`config.mk`:
```
export PLATFORM = sky130hd
export DESIGN_NAME = seq_mult_signed_n
export DESIGN_NICKNAME = d
export VERILOG_FILES = /design/src/rtl/seq_mult_signed_n.sv
export SDC_FILE = /design/constraint.sdc
export NUM_CORES = 1
export LEC_CHECK = 0
export ABC_AREA = 1
export BUFFER_PORTS_ARGS = -buffer_cell sky130_fd_sc_hd__buf_4
export CORE_AREA = 10 10 120 122
export DETAILED_ROUTE_END_ITERATION = 10
export DIE_AREA = 0 0 130 132
export SYNTH_ARGS = -nofsm -noshare
export SYNTH_HDL_FRONTEND = slang
export SYNTH_SLANG_ARGS = --single-unit
```
`constraint.sdc`:
```
create_clock -name clk -period 2.05 [get_ports clk]
set_clock_uncertainty 0.2 [all_clocks]
set_input_delay 0.41 -clock clk [delete_from_list [all_inputs] [get_ports clk]]
set_output_delay 0.41 -clock clk [all_outputs]
set_load 0.02 [all_outputs]
```
`src/rtl/seq_mult_signed_n.sv`:
```
// seq_mult_signed_n: shift-add multiplier, one multiplier bit per clock, signed or unsigned
module seq_mult_signed_n #(
  parameter int WIDTH = 8
) (
  input  logic               clk,
  input  logic               rst,
  input  logic               start,
  input  logic               signed_mode,
  input  logic [WIDTH-1:0]   a,
  input  logic [WIDTH-1:0]   b,
  output logic               busy,
  output logic               done,
  output logic [2*WIDTH-1:0] result
);
  localparam int CW = $clog2(WIDTH + 1);
  typedef enum logic [1:0] {IDLE, RUN, SIGN, DONE} state_t;
  state_t state, state_n;
  logic [WIDTH-1:0] acc, mcand, mplier, mag_a, mag_b;
  logic [WIDTH:0] sum;
  logic [CW-1:0] cnt;
  logic [2*WIDTH-1:0] prod;
  logic neg, load;
  always_comb begin
    load = start && (state == IDLE || state == DONE);
    state_n = load ? RUN :
              state == RUN ? (cnt == CW'(1) ? SIGN : RUN) :
              state == SIGN ? DONE : IDLE;
    mag_a = (signed_mode && a[WIDTH-1]) ? -a : a;
    mag_b = (signed_mode && b[WIDTH-1]) ? -b : b;
    sum = {1'b0, acc} + (mplier[0] ? {1'b0, mcand} : '0);
    prod = {acc, mplier};
  end
  assign busy = state == RUN || state == SIGN;
  assign done = state == DONE;
  always_ff @(posedge clk or posedge rst) begin
    if (rst) begin
      state  <= IDLE;
      acc    <= '0;
      mcand  <= '0;
      mplier <= '0;
      cnt    <= '0;
      neg    <= 1'b0;
      result <= '0;
    end else begin
      state <= state_n;
      if (load) begin
        acc    <= '0;
        mcand  <= mag_a;
        mplier <= mag_b;
        cnt    <= CW'(WIDTH);
        neg    <= signed_mode && (a[WIDTH-1] ^ b[WIDTH-1]);
      end else if (state == RUN) begin
        {acc, mplier} <= {sum, mplier[WIDTH-1:1]};
        cnt <= cnt - CW'(1);
      end
      if (state == SIGN) result <= neg ? -prod : prod;
    end
  end
endmodule

```
# After elaboration in Yosys (flattened, before gate mapping)
# Index checks and enable logic that the tools add are counted.
# totals
register_bits	47
inputBits	20
out_inout_bits	18
wordCells	39
# op_classes
addsub	5
n_eq_ne	4
mux	14
n_bitwise	1
reduce_logical	8
# ops
cell	count
two-way mux 8 bit	7
two-way mux 16 bit	1
negation 16 bit	1
negation 8 bit	2
adder 8 x 8 -> 9 bit	1
two-way mux 2 bit	4
two-way mux 4 bit	2
== test 2 bit, second input constant	2
== test 4 x 1 -> 1 bit, second input constant	1
logical AND 1 bit	4
subtractor 4 x 1 -> 4 bit, second input constant	1
== test 2 x 1 -> 1 bit, second input constant	1
zero test 2 bit	1
logical OR 1 bit	2
nonzero test 2 bit	1
XOR 1 bit	1

# Longest topological paths before layout
# Gate-level depths: netlist of run 1.
# depth
depth_word	4
ltp_mapped	12
depth_no_buf	11

# Worst setup path before layout of run 1
# Ideal clock, no wire load.
# synth_timing
path_type	register to register
start	register mplier[0]
end	register acc[5]
setup_ns	0.127
arrival_ns	1.541
t_required_ns	1.723
setup_slack_ns	0.181
path_stages_with_launch	12
period_less_slack_ns	1.869
cell_sequence	dfrtp_1 -> buf_6 -> nand2_1 -> inv_1 -> ha_1 -> fa_1 -> nand3_1 -> nand2_1 -> nand2_1 -> nand3_1 -> nand2_1 -> o22ai_1
# synth_between
elab_chain_cells	4
# synth_rtl
item	line	rtl
start, declared	18	logic [WIDTH-1:0] acc, mcand, mplier, mag_a, mag_b;
start signal, assigned	49	mplier <= mag_b;
start signal, assigned	53	{acc, mplier} <= {sum, mplier[WIDTH-1:1]};
two-way mux 8 bit	30	sum = {1'b0, acc} + (mplier[0] ? {1'b0, mcand} : '0);
adder 8 x 8 -> 9 bit	30	
two-way mux 8 bit	52	end else if (state == RUN) begin
two-way mux 8 bit	46	if (load) begin
end signal, assigned	53	
end, declared	18	
# No other way between the ends. The select of a mux whose other input is x is not followed.
# A chain may end at the register's enable or synchronous reset.

# Worst setup path after layout of run 1
# layout_timing
start	register mplier[0]
end	register acc[4]
# The elaborated chain is that of the path after synthesis.

==> results of run 1 <==
==> repair_timing <==
| item | CTS | global route |
|---|---|---|
| endpoints found under the hold margin | 47 | 0 |
| hold buffers | 1 | 0 |
| gates resized for setup | 0 | 2 |
| buffers inserted | 0 | 0 |
| endpoints found under the setup margin | 0 | 2 |
==> sequential cells by signal, summed over array words and instances (netlist names) <==
signal,cells
result,16
neg,1
mplier,8
cnt,4
mcand,8
acc,8
state,2
==> layout make-up <==
cell class                 count  area [µm²]  share of cell area (%)
clock buffer                   6         129                    3.53
clock inverter                 2        60.1                    1.64
inverter                      57         216                    5.92
multi-input combinational    278        1520                    41.6
sequential                    47        1180                    32.2
tap                          147         184                    5.03
timing repair buffer          47         368                    10.1
==> critical path, cell delays in order (launching register included) <==
cell and delay (ns):
dfrtp_1 0.38, buf_4 0.17, nand2_1 0.06, inv_1 0.04
ha_1 0.34, nand3_1 0.09, nand2_1 0.15, nand3_1 0.12
a21oi_1 0.13, o21ai_0 0.09
==> logic make-up (layout without fill, tap and decap cells) <==
kind of cell,count (synthesis),after routing,synth area share [%]
xor+xnor,11,11,3.25
flops,47,47,39.7
fa+ha+maj,17,17,7.43
compound gates,69,69,14.2
buf+inv,66,112,9.20
simple gates,181,181,26.2
==> layer usage <==
layer / vias up / share of wire [%] / GRT usage, % / wire (µm)
met5: - / 0 / 0 / 0
met4: 0 / 0.76 / 2.44 / 54
met3: 2 / 5.9 / 2.21 / 420
met2: 52 / 44 / 13.2 / 3130
met1: 1189 / 49 / 11.8 / 3520
li1: 1374 / - / - / -
==> path summary, 6_finish.rpt <==
check	slack (ns)	end	start	cells past startpoint
max	0.16	acc[4]	mplier[0]	9
min	0.20	state[0]	start	3
max reg2reg	0.16	acc[4]	mplier[0]	9
min reg2reg	0.28	result[7]	result[7]	2
max in group asynchronous	0.89	mcand[4]	rst	4
min in group asynchronous	0.51	result[4]	rst	4
==> stage by stage <==
stage	area, µm²	total power (µW)	utilization [%]
floorplan	2960	3610	-
global placement	3450	4390	29.0
detailed placement	3450	4450	29.0
CTS	3650	5510	30.6
global route	3650	5980	30.7
finish	3650	5440	30.7
==> cells in the final DEF, fill, tap and decap left out, types with 2 or more instances in the layout <==
cell type,n
a21o_1,2
a21oi_1,18
buf_4,45
bufinv_16,2
clkbuf_16,5
dfrtp_1,47
ha_1,14
ha_2,2
inv_1,49
inv_2,7
nand2_1,104
nand2_2,3
nand3_1,41
nand4_1,6
nor2_1,21
o21ai_0,25
o21ai_1,4
o21ai_2,4
o21ai_4,2
o221ai_1,5
o22ai_1,6
xor2_1,10
==> where the power goes <==
group          internal (µW)  switching (µW)  leakage [µW]
registers               1340             344      0.000596
logic                   1060            1660       0.00119
clock network            699             332     0.0000911
total                   3100            2340       0.00188
==> metrics.md, run 1 <==
| Metric | Value |
|---|---|
| Initial DRT Pass Iterations | `4` |
| CTS tree | `done` |
| Mapped Area | `~0.0030 mm²` |
| Peak supply drop | `approximately 0.47 mV` |
| Leak pwr | `0.00188 µW` |
| Ant. Diodes | `0` |
| CTS root buffer | `clkbuf_16` |
| Dominant cell type by area after synthesis | `dfrtp_1` |
| Die X-Extent | `130 µm` |
| I/O pin total | `38` |
| Layout fillers | `between 1000 and 1500` |
| Drt via density | `about 4.5` |
| Tcrit/Tclk final | `between 90% and 100%` |
| CP Capture Type | `flip-flop` |
| Pre-CTS setup slack | `between 0.15 and 0.2 ns` |
| Synth Area per Inst | `around 7.6 µm²` |
| WL per Instance | `12.2 µm` |
| Vias | `about 2600` |
| Worst Tran Pin Value | `around 0.47 ns` |
| Final Non-Filler Cells | `roughly 600` |
| Synth Warn # | `0` |
| Hold Path Class | `input pin to flip-flop` |
| Final hold slack | `approximately 0.20 ns` |
| Clock Latency Late Sink | `0.28 ns` |
| DRT antenna net count | `0` |
| Cells after DPL | `between 500 and 600` |
| Cell with the most instances after synthesis | `nand2_1` |
| PnR worst setup slack | `0.164 ns` |
| Max Buffers Root-to-Sink | `2` |
| Global placement routability congestion | `0.811` |
| Outcome | `finished clean` |
| Register area share after synthesis | `approximately two fifths` |
| Critical path data arrival time | `about 1.9 ns` |
| Core Footprint | `roughly 0.012 mm²` |
| Port Buffers | `37` |
| GRT Util Overall | `around 8.7%` |
| Worst-path fanout max | `8` |
| Die area | `0.0172 mm²` |
| Critical path type | `flip-flop to flip-flop` |
| Area growth syn-to-layout | `23.3%` |
| Final nets | `approximately 470` |
| Final WL | `between 7 and 8 mm` |
| Post-synth top flop | `dfrtp_1` |
| Synth Net Count | `~430` |
| Power per cell area | `between 1000 and 1500 mW/mm²` |
| Global-route wire length before repair | `between 10 and 15 mm` |
| CTS buffer count | `5` |
| Die Y | `132 µm` |
| TritonCTS Sinks | `47` |
| Synthesized netlist cell count | `around 390` |
| FF+latch count, synth | `between 40 and 50` |
| Final worst path period need | `1.89 ns` |
| GRT overflow | `0` |
| RSZ-0062 raised after global routing | `false` |
| Number of synthesized flops with an enable pin | `0` |
| Yosys top cell area share | `approximately two fifths` |
| Post-synth ARST share | `100%` |
| Clock Pin Slew Worst Setup and Hold Paths | `roughly 0.070 ns` |
| Initial antenna violation count | `0` |
| Hpwl dp | `~5.7 mm` |
| Total negative slack | `0 ns` |
| Vias in the first global route | `around 2600` |
| Unique masters post-synth | `34` |
| Pin count of the biggest net entering global routing | `between 40 and 50` |
| Initial Utilization | `roughly a quarter` |
| Synth top cells by count | `nand2_1, inv_1, dfrtp_1` |
| Slew Viols, Final | `0` |
| Site row count | `40` |
| Max H-tree Level | `2` |
| Final hold violation count | `0` |
| Critical Path Start Type | `flip-flop` |
| Final setup violation count | `0` |
| Fmax | `530 MHz` |
| Largest cells by area after synthesis | `dfrtp_1, nand2_1, nand3_1, ha_1, inv_1` |
| Relative slew slack | `between 60 and 70%` |
| Initial DRC count | `approximately 120` |
| Drt drc | `0` |
| Worst Path Required | `roughly 2.0 ns` |
| Layout cells sized above 1 | `about 17%` |
| Max Cap Viol | `0` |
No activity file was read; power rests on OpenSTA's default activity.
==> run 2: changes to the inputs <==
--- a/config.mk
+++ b/config.mk
@@ -10,6 +10,7 @@
 export CORE_AREA = 10 10 120 122
 export DETAILED_ROUTE_END_ITERATION = 10
 export DIE_AREA = 0 0 130 132
+export REMOVE_ABC_BUFFERS = 1
 export SYNTH_ARGS = -nofsm -noshare
 export SYNTH_HDL_FRONTEND = slang
 export SYNTH_SLANG_ARGS = --single-unit
==> run 2 against run 1 <==
Effect of this change:
- non-clock buffer count rose by 1
- sequential power about the same
- clock-buffer cell count shrank 1
- cell area grew 0.27%
- power is 0.88% lower
- combinational power is 3% higher
- routed wire length is 1.9% higher
- largest cell class unchanged
- utilization grew 0.084 points
- maximum frequency down 1.8%
- register-to-register slack worse by 0.03 ns
==> metrics.md, run 2 (synthesis results as in run 1) <==
| Metric | Value |
|---|---|
| Initial DRT Pass Iterations | `4 (unchanged)` |
| CP Buf/Inv Count | `2 (unchanged)` |
| Global placement routability congestion | `0.844 (+4.1%)` |
| Die X-Extent | `130 µm (unchanged)` |
| CTS tree | `done` |
| Final WL | `7.26 mm (+1.9%)` |
| WL per Instance | `12.4 µm (+1.7%)` |
| Max Buffers Root-to-Sink | `2 (unchanged)` |
| Top cell family by delay on the critical path | `flip-flops` |
| Top sig layer | `met4` |
| Top reg by flops | `result` |
| Worst-path fanout max | `6 (-2)` |
| Layout fillers | `1275 (-0.62%)` |
| Worst path max stage delay | `0.42 ns (+0.04 ns)` |
| Critical Path Start Type | `flip-flop` |
| Max Cap Viol | `0 (unchanged)` |
| Ant. Diodes | `0 (unchanged)` |
| CTS buffer count | `5 (unchanged)` |
| Drt via density | `4.56 (+1.7%)` |
| Clock Latency Late Sink | `0.29 ns (about the same)` |
| CP Capture Type | `flip-flop` |
| Total power draw | `5390 µW (-0.88%)` |
| Slew Viols, Final | `0 (unchanged)` |
| Area growth syn-to-layout | `23.6%` |
| TritonCTS Sinks | `47 (unchanged)` |
| DRT antenna net count | `0 (unchanged)` |
| Worst Path Required | `2.02 ns (about the same)` |
| Power per cell area | `1470 mW/mm² (-1.2%)` |
| Met1 wire length | `3.45 mm (-1.8%)` |
| Worst Tran Pin Value | `0.364 ns (-0.108 ns)` |
| RSZ-0062 raised after global routing | `false` |
| Tcrit/Tclk final | `93.7% (+1.7 points)` |
| Outcome | `finished clean` |
| GRT Util Overall | `8.73% (+0.050 points)` |
| GRT overflow | `0 (unchanged)` |
| Initial DRC count | `153 (+33%)` |
| Final setup violation count | `0 (unchanged)` |
| Commonest non-fill, non-tap cell in the layout | `nand2_1` |
| Final hold violation count | `0 (unchanged)` |
| Metal3 WL | `388 µm (-7.6%)` |
| Critical path data arrival time | `1.89 ns (+0.04 ns)` |
| I/O pin total | `38 (unchanged)` |
| Crit path cell chain | `buf_4 > nand2_1 > inv_1 > ha_2 > nand2_1 > nor2_1 > nand2_1 > a21oi_1 > o21ai_1` |
| Layout cells sized above 1 | `18.5% (+1.3 points)` |
| Global-route wire length before repair | `12.6 mm (+1.2%)` |
| Vias | `2667 (+1.9%)` |
| Pin count of the biggest net entering global routing | `48 (unchanged)` |
| Die area | `0.0172 mm² (unchanged)` |
| Clock Pin Slew Worst Setup and Hold Paths | `0.06 ns (about the same)` |
| Max H-tree Level | `2 (unchanged)` |
| CP most frequent cell | `nand2_1` |
| Vias in the first global route | `2666 (+3.6%)` |
| Met2 WL | `3.27 mm (+4.7%)` |
| Critical path type | `flip-flop to flip-flop` |
| Relative slew slack | `75.7% (+7.1 points)` |
| Crit-path slowest cell | `dfrtp_1` |
| Peak supply drop | `0.434 mV (-7.4%)` |
| Core Footprint | `0.0119 mm² (unchanged)` |
| Initial antenna violation count | `0 (unchanged)` |
| Final hold slack | `0.188 ns (-0.0114 ns)` |
| Initial Utilization | `24.9% (unchanged)` |
| Final nets | `474 (+0.21%)` |
| Fmax | `521 MHz (-1.8%)` |
| Final worst path period need | `1.92 ns (+0.0339 ns)` |
| Port Buffers | `37 (unchanged)` |
| Total negative slack | `0 ns (unchanged)` |
| Hpwl dp | `5.78 mm (+0.92%)` |
| Postcts setup bufs | `0 (unchanged)` |
| Leak pwr | `0.00187 µW (-0.54%)` |
| Hold Path Class | `input pin to flip-flop` |
| Commonest non-fill, non-tap cells in the layout | `nand2_1, inv_1, dfrtp_1` |
| Site row count | `40 (unchanged)` |
| Largest register FFs | `16 (unchanged)` |
| Die Y | `132 µm (unchanged)` |
| CTS root buffer | `clkbuf_16` |
| Drt drc | `0 (unchanged)` |
[run 2: repair_timing]
item | CTS | global route
resized for setup | 0 | 7
hold buffers | 1 | 0
setup endpoints to repair | 0 | 5
hold endpoints to repair | 47 | 0
[run 2: layout make-up]
class	count	area, µm²	share of cell area (%)
clock buffers	5	125	3.42
clock inverters	3	46.3	1.26
inverters	57	216	5.91
multi-input cells	278	1540	42.0
flip-flops and latches	47	1180	32.1
well taps	147	184	5.02
repair buffers	48	375	10.2
[run 2: routing by layer]
layer	track usage (%)	up-vias
met4	3.38	0
li1	-	1371
met3	1.81	11
met2	13.5	64
met1	11.5	1221
met5	0	-
[run 2: tightest hold or removal path: stages]
cell     delay, ns
buf_4         0.10
nand3_1       0.07
nand2_1       0.06
[run 2: through the flow]
step | instance area [µm²] | util (%) | cells | worst slack, ns
after global routing | 3660 | 30.8 | 585 | 0.0106
after CTS | 3640 | 30.5 | 585 | 0.0926
after global placement | 3460 | 29.0 | 576 | 0.165
after detailed placement | 3460 | 29.0 | 576 | 0.102
final | 3660 | 30.8 | 585 | 0.130
after floorplan | 2910 | - | 382 | 0.0797
[run 2: power breakdown]
group / leakage (µW) / internal (µW) / total (µW) / switching [µW]
Clock: 0.0000804 / 580 / 937 / 358
Combinational: 0.00119 / 1090 / 2800 / 1710
Sequential: 0.000596 / 1340 / 1660 / 321
Total: 0.00187 / 3010 / 5390 / 2380
[run 2: path summary, 6_finish.rpt]
path                            startpoint  cells after the start  slack [ns]         end
worst min register to register  result[14]                      2        0.29  result[14]
worst min-delay path                  a[7]                      3        0.19    mcand[7]
worst max register to register   mplier[0]                      9        0.13      acc[6]
max in group asynchronous              rst                      4        0.91      acc[6]
worst max-delay path             mplier[0]                      9        0.13      acc[6]
min in group asynchronous              rst                      4        0.51   result[4]
